$ cat src/rtl/if_slot_ctrl_pkg.sv
// ---------------------------------------------------------------------------
// if_slot_ctrl_pkg
// Shared definitions for the IF-stage slot sequencer: FSM state encodings,
// the pipeline NOP encoding, the default register-code width and a small
// helper used to size the shared down-counter.
// ---------------------------------------------------------------------------
package if_slot_ctrl_pkg;

    // Default register-code width (R0-R7, SP, IH, T, RA).
    localparam int REG_W_DEF = 4;

    // Instruction word written into pipeline registers to create a bubble.
    localparam logic [15:0] NOP = 16'h0800;

    // Sequencer states. The unused code 2'd3 is decoded as BOOT.
    typedef enum logic [1:0] {
        ST_BOOT     = 2'd0,
        ST_RUN      = 2'd1,
        ST_RAM_BUSY = 2'd2
    } slot_state_e;

    // Larger of two integers, used for counter sizing.
    function automatic int max_int(input int a, input int b);
        return (a > b) ? a : b;
    endfunction

    // Bits needed to hold 0 .. n-1 (never less than one bit).
    function automatic int cnt_width(input int n);
        return (n <= 2) ? 1 : $clog2(n);
    endfunction

endpackage

$ cat src/rtl/if_slot_ctrl_slot_counter.sv
// ---------------------------------------------------------------------------
// slot_counter
// Loadable down-counter with zero flag. One instance is shared by the BOOT
// hold and the multi-cycle RAM access, since the two never overlap.
// Ports:
//   CLK        in  clock, rising edge
//   RSTboot    in  asynchronous active-low reset (loads RST_VAL)
//   load_i     in  load load_val_i (takes priority over decrement)
//   load_val_i in  value to load
//   dec_i      in  decrement by one, saturating at zero
//   zero_o     out counter is currently zero
// ---------------------------------------------------------------------------
module slot_counter #(
    parameter int             W       = 2,
    parameter logic [W-1:0]   RST_VAL = '0
) (
    input  logic         CLK,
    input  logic         RSTboot,
    input  logic         load_i,
    input  logic [W-1:0] load_val_i,
    input  logic         dec_i,
    output logic         zero_o
);

    logic [W-1:0] cnt_q;
    logic [W-1:0] cnt_d;

    always_comb begin
        cnt_d = cnt_q;
        if (load_i) begin
            cnt_d = load_val_i;
        end else if (dec_i && (cnt_q != '0)) begin
            cnt_d = cnt_q - 1'b1;
        end
    end

    always_ff @(posedge CLK or negedge RSTboot) begin
        if (!RSTboot) begin
            cnt_q <= RST_VAL;
        end else begin
            cnt_q <= cnt_d;
        end
    end

    assign zero_o = (cnt_q == '0);

endmodule

$ cat src/rtl/if_slot_ctrl.sv
// ---------------------------------------------------------------------------
// if_slot_ctrl
// Hazard and slot sequencer for the 5-stage 16-bit pipeline. Generates the
// IF/ID hold (loadSlot) and NOP insert (ramSlot), PC hold, ID/EX bubble,
// MEM-side freeze and the shared instruction/data RAM owner select.
// Handles load-use stalls, MEM-stage accesses to the shared RAM (single or
// multi-cycle) and a post-reset boot hold.
// Ports:
//   CLK, RSTboot            clock / async active-low reset
//   id_rs, id_rs_valid      source A of the ID instruction and its use flag
//   id_rt, id_rt_valid      source B of the ID instruction and its use flag
//   ex_mem_read, ex_rd      EX instruction is a load, and its destination
//   mem_req, mem_shared     MEM instruction accesses memory / the shared RAM
//   loadSlot, ramSlot       IF/ID hold / IF/ID NOP insert
//   pc_hold, idex_bubble    PC freeze / ID/EX NOP insert
//   mem_hold                freeze ID/EX and EX/MEM during a long access
//   ram_data_sel            1 = MEM stage owns the shared RAM
// ---------------------------------------------------------------------------
module if_slot_ctrl
    import if_slot_ctrl_pkg::*;
#(
    parameter int REG_W       = REG_W_DEF,
    parameter int RAM_CYCLES  = 1,
    parameter int BOOT_CYCLES = 4
) (
    input  logic             CLK,
    input  logic             RSTboot,
    input  logic [REG_W-1:0] id_rs,
    input  logic             id_rs_valid,
    input  logic [REG_W-1:0] id_rt,
    input  logic             id_rt_valid,
    input  logic             ex_mem_read,
    input  logic [REG_W-1:0] ex_rd,
    input  logic             mem_req,
    input  logic             mem_shared,
    output logic             loadSlot,
    output logic             ramSlot,
    output logic             pc_hold,
    output logic             idex_bubble,
    output logic             mem_hold,
    output logic             ram_data_sel
);

    localparam int CNT_W = cnt_width(max_int(BOOT_CYCLES, RAM_CYCLES));
    localparam logic [CNT_W-1:0] BOOT_LOAD = CNT_W'(BOOT_CYCLES - 1);
    // The first access cycle is spent in RUN, so RAM_BUSY covers the rest.
    localparam logic [CNT_W-1:0] BUSY_LOAD = CNT_W'((RAM_CYCLES > 1) ? RAM_CYCLES - 2 : 0);
    localparam bit MULTI_CYCLE = (RAM_CYCLES > 1);

    slot_state_e state_q;
    slot_state_e state_d;

    logic lu;
    logic rc;
    logic cnt_load;
    logic cnt_dec;
    logic cnt_zero;

    // Load-use hazard: the EX load writes a register the ID instruction reads.
    always_comb begin
        lu = ex_mem_read &&
             ((id_rs_valid && (id_rs == ex_rd)) ||
              (id_rt_valid && (id_rt == ex_rd)));
    end

    assign rc = mem_req && mem_shared;

    slot_counter #(
        .W       (CNT_W),
        .RST_VAL (BOOT_LOAD)
    ) u_slot_counter (
        .CLK        (CLK),
        .RSTboot    (RSTboot),
        .load_i     (cnt_load),
        .load_val_i (BUSY_LOAD),
        .dec_i      (cnt_dec),
        .zero_o     (cnt_zero)
    );

    always_ff @(posedge CLK or negedge RSTboot) begin
        if (!RSTboot) begin
            state_q <= ST_BOOT;
        end else begin
            state_q <= state_d;
        end
    end

    always_comb begin
        state_d      = state_q;
        cnt_load     = 1'b0;
        cnt_dec      = 1'b0;
        loadSlot     = 1'b0;
        ramSlot      = 1'b0;
        pc_hold      = 1'b0;
        idex_bubble  = 1'b0;
        mem_hold     = 1'b0;
        ram_data_sel = 1'b0;

        case (state_q)
            ST_RUN: begin
                if (rc) begin
                    ram_data_sel = 1'b1;
                    pc_hold      = 1'b1;
                    if (MULTI_CYCLE) begin
                        mem_hold = 1'b1;
                        loadSlot = 1'b1;
                        cnt_load = 1'b1;
                        state_d  = ST_RAM_BUSY;
                    end else begin
                        ramSlot = 1'b1;
                    end
                end
                // A load-use stall waits while the MEM side is frozen; it is
                // picked up again in the final access cycle.
                if (lu && !(rc && MULTI_CYCLE)) begin
                    loadSlot    = 1'b1;
                    pc_hold     = 1'b1;
                    idex_bubble = 1'b1;
                end
            end

            ST_RAM_BUSY: begin
                ram_data_sel = 1'b1;
                pc_hold      = 1'b1;
                if (!cnt_zero) begin
                    mem_hold = 1'b1;
                    loadSlot = 1'b1;
                    cnt_dec  = 1'b1;
                end else begin
                    ramSlot = 1'b1;
                    state_d = ST_RUN;
                    if (lu) begin
                        loadSlot    = 1'b1;
                        idex_bubble = 1'b1;
                    end
                end
            end

            default: begin
                // BOOT, and the illegal code 2'd3 which behaves as BOOT.
                ramSlot = 1'b1;
                pc_hold = 1'b1;
                cnt_dec = 1'b1;
                if (cnt_zero) begin
                    state_d = ST_RUN;
                end
            end
        endcase

        // IF/ID gives ramSlot precedence, so a held ID instruction must not
        // see a NOP insert. The lost fetch is harmless as the PC is held.
        if (loadSlot) begin
            ramSlot = 1'b0;
        end
    end

endmodule

$ cat config.mk
export PLATFORM = sky130hd
export DESIGN_NAME = if_slot_ctrl
export DESIGN_NICKNAME = d
export VERILOG_FILES = /design/src/rtl/if_slot_ctrl_pkg.sv /design/src/rtl/if_slot_ctrl_slot_counter.sv /design/src/rtl/if_slot_ctrl.sv
export SDC_FILE = /design/constraint.sdc
export NUM_CORES = 1
export LEC_CHECK = 0
export ABC_AREA = 1
export CORE_AREA = 2 2 39 41
export CTS_CLUSTER_DIAMETER = 100
export DETAILED_ROUTE_END_ITERATION = 16
export DIE_AREA = 0 0 41 43
export DONT_BUFFER_PORTS = 1
export GPL_ROUTABILITY_DRIVEN = 1
export SYNTH_ARGS = -nofsm -noshare
export SYNTH_HDL_FRONTEND = slang
export SYNTH_HIERARCHICAL = 1
export SYNTH_SLANG_ARGS = --single-unit
export TNS_END_PERCENT = 5
$ cat constraint.sdc
create_clock -name CLK -period 1.1 [get_ports CLK]
set_input_delay 0.22 -clock CLK [delete_from_list [all_inputs] [get_ports CLK]]
set_output_delay 0.22 -clock CLK [all_outputs]
set_load 0.01 [all_outputs]
# Word-level counts from Yosys, hierarchy flattened
# Index checks and enable logic that the tools add are counted.
# totals
memories	0
ram_bits	0
input_bits	19
latchBits	0
reg_bits	3
rom_bits	0
# op_classes
add_sub_neg	1
n_bitwise	1
div	0
n_mul	0
eq_ne	2
shift	0
n_reduce_logical	9
n_lt_le_gt_ge	0
mux	9
# op_table
op	n
$mux W1	9
$eq A4 B4 Y1	2
$logic_and A1 B1 Y1	5
$logic_not A2 Y1	1
$reduce_and A2 Y1	1
$reduce_bool A2 Y1	1
$sub A2 B1 Y2 const B	1
$logic_or A1 B1 Y1	1
$not A1 Y1	1

# Longest topological paths before layout
# logic_depth
word_depth	7
depth_mapped	9

# By module
# The synthesis kept the hierarchy.
# by_module_without_submodules
module	cells_each	n_inst	seq_area_each_um2	area_each_um2
if_slot_ctrl	49	1	25.0	235.2
slot_counter	19	1	52.6	130.1

# Least setup slack after synthesis
# Ideal clock, no wire load.
# synth_timing
path_kind	register to register
start	register u_slot_counter.cnt_q[0]
end	register u_slot_counter.cnt_q[1]
slack_ns	-0.025
stages_incl_launch_ff	6
arrival_ns	1.064
required_time_ns	1.040
setup_time_ns	0.060
path_cell_list	dfstp_2 -> inv_1 -> ha_1 -> o21ai_0 -> nand2_1 -> nand2_1
# synth_between
elab_chain_cells	2
word_cells_on_any_way	3
# synth_rtl
element	line_no	rtl
start: declaration	if_slot_ctrl_slot_counter.sv:25	logic [W-1:0] cnt_q;
start signal: assignment	if_slot_ctrl_slot_counter.sv:41	cnt_q <= cnt_d;
branches (longest 2 deep; another with $sub A2 B1 Y2)	n/a	
# Parallel ways; which one is timed is not known.
# A chain may end at the register's enable or synchronous reset.

# Final worst setup path
# layout_timing
start	register u_slot_counter.cnt_q[1]
end	register state_q[0]
# layout_between
elab_chain_cells	2
# layout_rtl
element	line_no	rtl
$logic_not A2 Y1	if_slot_ctrl_slot_counter.sv:45	assign zero_o = (cnt_q == '0);
net cnt_zero	if_slot_ctrl.sv:57	logic cnt_zero;
$reduce_and A2 Y1 (no line)	n/a	
end signal: assignment	if_slot_ctrl.sv:84	state_q <= state_d;
end: declaration	if_slot_ctrl.sv:50	slot_state_e state_q;
# The timed path passes the listed nets, and every way through them passes these cells.

==> impl_metrics.json <==
{
  "die_w_um": 41,
  "vdd_drop_max_v": 0.000397,
  "critical-path-max-stage-delay_ps": 540,
  "syn_area_um2": 365,
  "antenna_left": 0,
  "nFillCells": 169,
  "nNetsFinal": 100,
  "cts_setup_buffers": 0,
  "vias": 379,
  "m1WireLength_um": 326,
  "violations": "negative setup slack",
  "met2_length_um": 486,
  "leakage_uw": 0.000274,
  "overflow": 0,
  "ys_ff_latch": 3,
  "cp_slowest_cell": "dfstp_2",
  "core_mm2": 0.00138,
  "dpl.hpwl_um": 663,
  "synth-adder-area-share": 0.0342,
  "hp-class": "in2async",
  "stdcell_area_um2": 500,
  "cp-start-kind": "flop",
  "drc": 0,
  "h-tree-depth": 1,
  "routedWlPerCell_um": 8.95,
  "rows": 14,
  "end_kind": "flop",
  "cts_max_path_buffers": 2,
  "synth_top_family_by_area": "simple AND/OR/NAND/NOR gates",
  "grt_pass1_wl_mm": 1.46,
  "swShare": 0.311,
  "die_h_um": 43,
  "grt_max_degree": 6,
  "cts_sinks": 3,
  "clock-root-buffer": "clkbuf_4",
  "fin_skew_ps": 1.90,
  "drive_gt1_frac": 0.367,
  "fin_crit_sh": 1.02,
  "comb_power_share": 0.321,
  "yosysWarnings": 6,
  "synthSimpleGateAreaFrac": 0.483,
  "n_antenna_cell": 0,
  "arrival_ps": 1230,
  "fin_ws_ps": -25.4,
  "cp_max_fo": 2,
  "port_buffers": 0,
  "synthMuxAreaShare": 0,
  "hold_viol_final": 0,
  "grt_use_total": 0.125,
  "setup_viol": 2,
  "synth.distinct_cells": 14,
  "clock_latency_ps": 230,
  "met3RoutedLength_um": 37,
  "syn_area_per_cell_um2": 5.37,
  "synth-xor-area-share": 0.0479,
  "highest-signal-layer": "met3",
  "grt_pass1_vias": 384,
  "numCtsBuffers": 3,
  "via_per_inst": 3.99,
  "dp_slack_ps": -39.8,
  "totalWireLength_um": 850,
  "power_uw": 490,
  "io_pins": 25,
  "status": "finished, violations left",
  "routabilityCongestion": 0.720,
  "dieArea_mm2": 0.00176,
  "area_growth_pct": 37.0,
  "crit_type": "reg2reg",
  "report.final.slew_viol_count": 0,
  "worstPathCellList": "inv_2 > ha_4 > or2_2",
  "critical_path_required_ps": 1210,
  "drt_iter0_drc": 6,
  "post_dp_cell_area_um2": 404,
  "power.share.sequential": 0.283,
  "fmax_mhz": 889,
  "power.density_mw_per_mm2": 980,
  "min_period_ps": 1130,
  "cts_tree": "done",
  "postSynthCellCount": 68,
  "clockPowerShare": 0.396,
  "drv_cap": 0,
  "initial_core_util": 0.264,
  "antenna_found_initial": 0,
  "clk_pin_slew_ps": 40,
  "seq_area_frac_synth": 0.212,
  "firstDrtPassIters": 3,
  "rsz0062_at_grt": "yes",
  "p_int_uw": 338,
  "synth_compound_area_frac": 0.0274,
  "utilization": 0.362,
  "switching_power_uw": 152
}
-- state kept, by name, summed over array words and instances (netlist names) --
signal and flops:
u_slot_counter/cnt_q 2, state_q 1
-- worst max-delay path: cells and delay by family (launching register included) --
kind                     cells  cell delay, ps
flip-flops                   1             540
AND/OR/NAND/NOR              1             260
adder cells (fa/ha/maj)      1             150
buffers and inverters        1              50
-- stage by stage --
stage | cells | hold slack, ps | TNS (ps)
floorplan | 75 | -75.6 | -18.2
global placement | 90 | -75.5 | -61.0
detailed placement | 90 | -75.5 | -104
CTS | 95 | 248 | -11.3
global route | 95 | 249 | -380
finish | 95 | 254 | -29.7
-- kinds of logic after synthesis --
logic type / count (synthesis)
buf+inv: 16
fa+ha+maj: 1
compound gates: 2
flops: 3
other cells: 1
simple gates: 43
xor+xnor: 2
-- power groups by stage --
stage	Clock [uW]	Sequential, uW	Combinational (uW)
after floorplan	0	136	91.4
after global placement	0	136	105
after detailed placement	0	138	108
after CTS	200	139	129
after global routing	215	141	181
final	194	139	158
-- cell type report --
class | instances | area, um2 | area share
Multi-Input combinational cell | 56 | 300 | 0.600
Sequential cell | 3 | 78.8 | 0.157
Inverter | 14 | 57.6 | 0.115
Clock buffer | 4 | 26.3 | 0.0525
Tap cell | 16 | 20.0 | 0.0400
Timing Repair Buffer | 2 | 17.5 | 0.0350
-- what timing repair did --
item / in CTS / in global routing
endpoints found under the hold margin: 3 / 0
endpoints found under the setup margin: 7 / 8
hold buffers: 1 / 0
pin swaps: 4 / 12
resized for setup: 9 / 16
-- final timing paths --
check	slack, ps	end	cells past startpoint	from
max reg2reg	-30	state_q[0]	3	u_slot_counter/cnt_q[1]
max	-30	state_q[0]	3	u_slot_counter/cnt_q[1]
min	250	state_q[0]	1	RSTboot
min reg2reg	530	u_slot_counter/cnt_q[1]	2	u_slot_counter/cnt_q[1]
min in group CLK	530	u_slot_counter/cnt_q[1]	2	u_slot_counter/cnt_q[1]
max in group asynchronous	620	u_slot_counter/cnt_q[1]	1	RSTboot
-- cells in the mapped netlist --
| library cell | number | area, um2 |
|---|---|---|
| nand2_1 | 27 | 101 |
| inv_1 | 13 | 48.8 |
| dfstp_2 | 2 | 52.6 |
| ha_1 | 1 | 12.5 |
| o21ai_0 | 2 | 10.0 |
| buf_4 | 2 | 15.0 |
| conb_1 | 1 | 3.75 |
| xnor2_1 | 2 | 17.5 |
| inv_2 | 1 | 3.75 |
| dfrtp_1 | 1 | 25.0 |
| nor2_1 | 9 | 33.8 |
| or2_2 | 1 | 6.26 |
| nand3_1 | 5 | 25.0 |
| nand3_2 | 1 | 10.0 |
-- layout by cell type (no fill, tap or decap), drive strengths merged --
master | synthesis | layout
clkbuf | 0 | 4
nand2 | 27 | 27
dlygate4sd3 | 0 | 1
buf | 2 | 1
dfrtp | 1 | 1
ha | 1 | 1
or2 | 1 | 1
dfstp | 2 | 2
nor2 | 9 | 9
conb | 1 | 8
o21ai | 2 | 2
xnor2 | 2 | 2
inv | 14 | 14
nand3 | 6 | 6
-- layer usage --
metal | global-route usage | up-vias
li1 | - | 210
met5 | 0 | -
met1 | 0.110 | 159
met3 | 0.0524 | 0
met2 | 0.222 | 10
met4 | 0.0600 | 0
(Power assumes the default switching activity.)
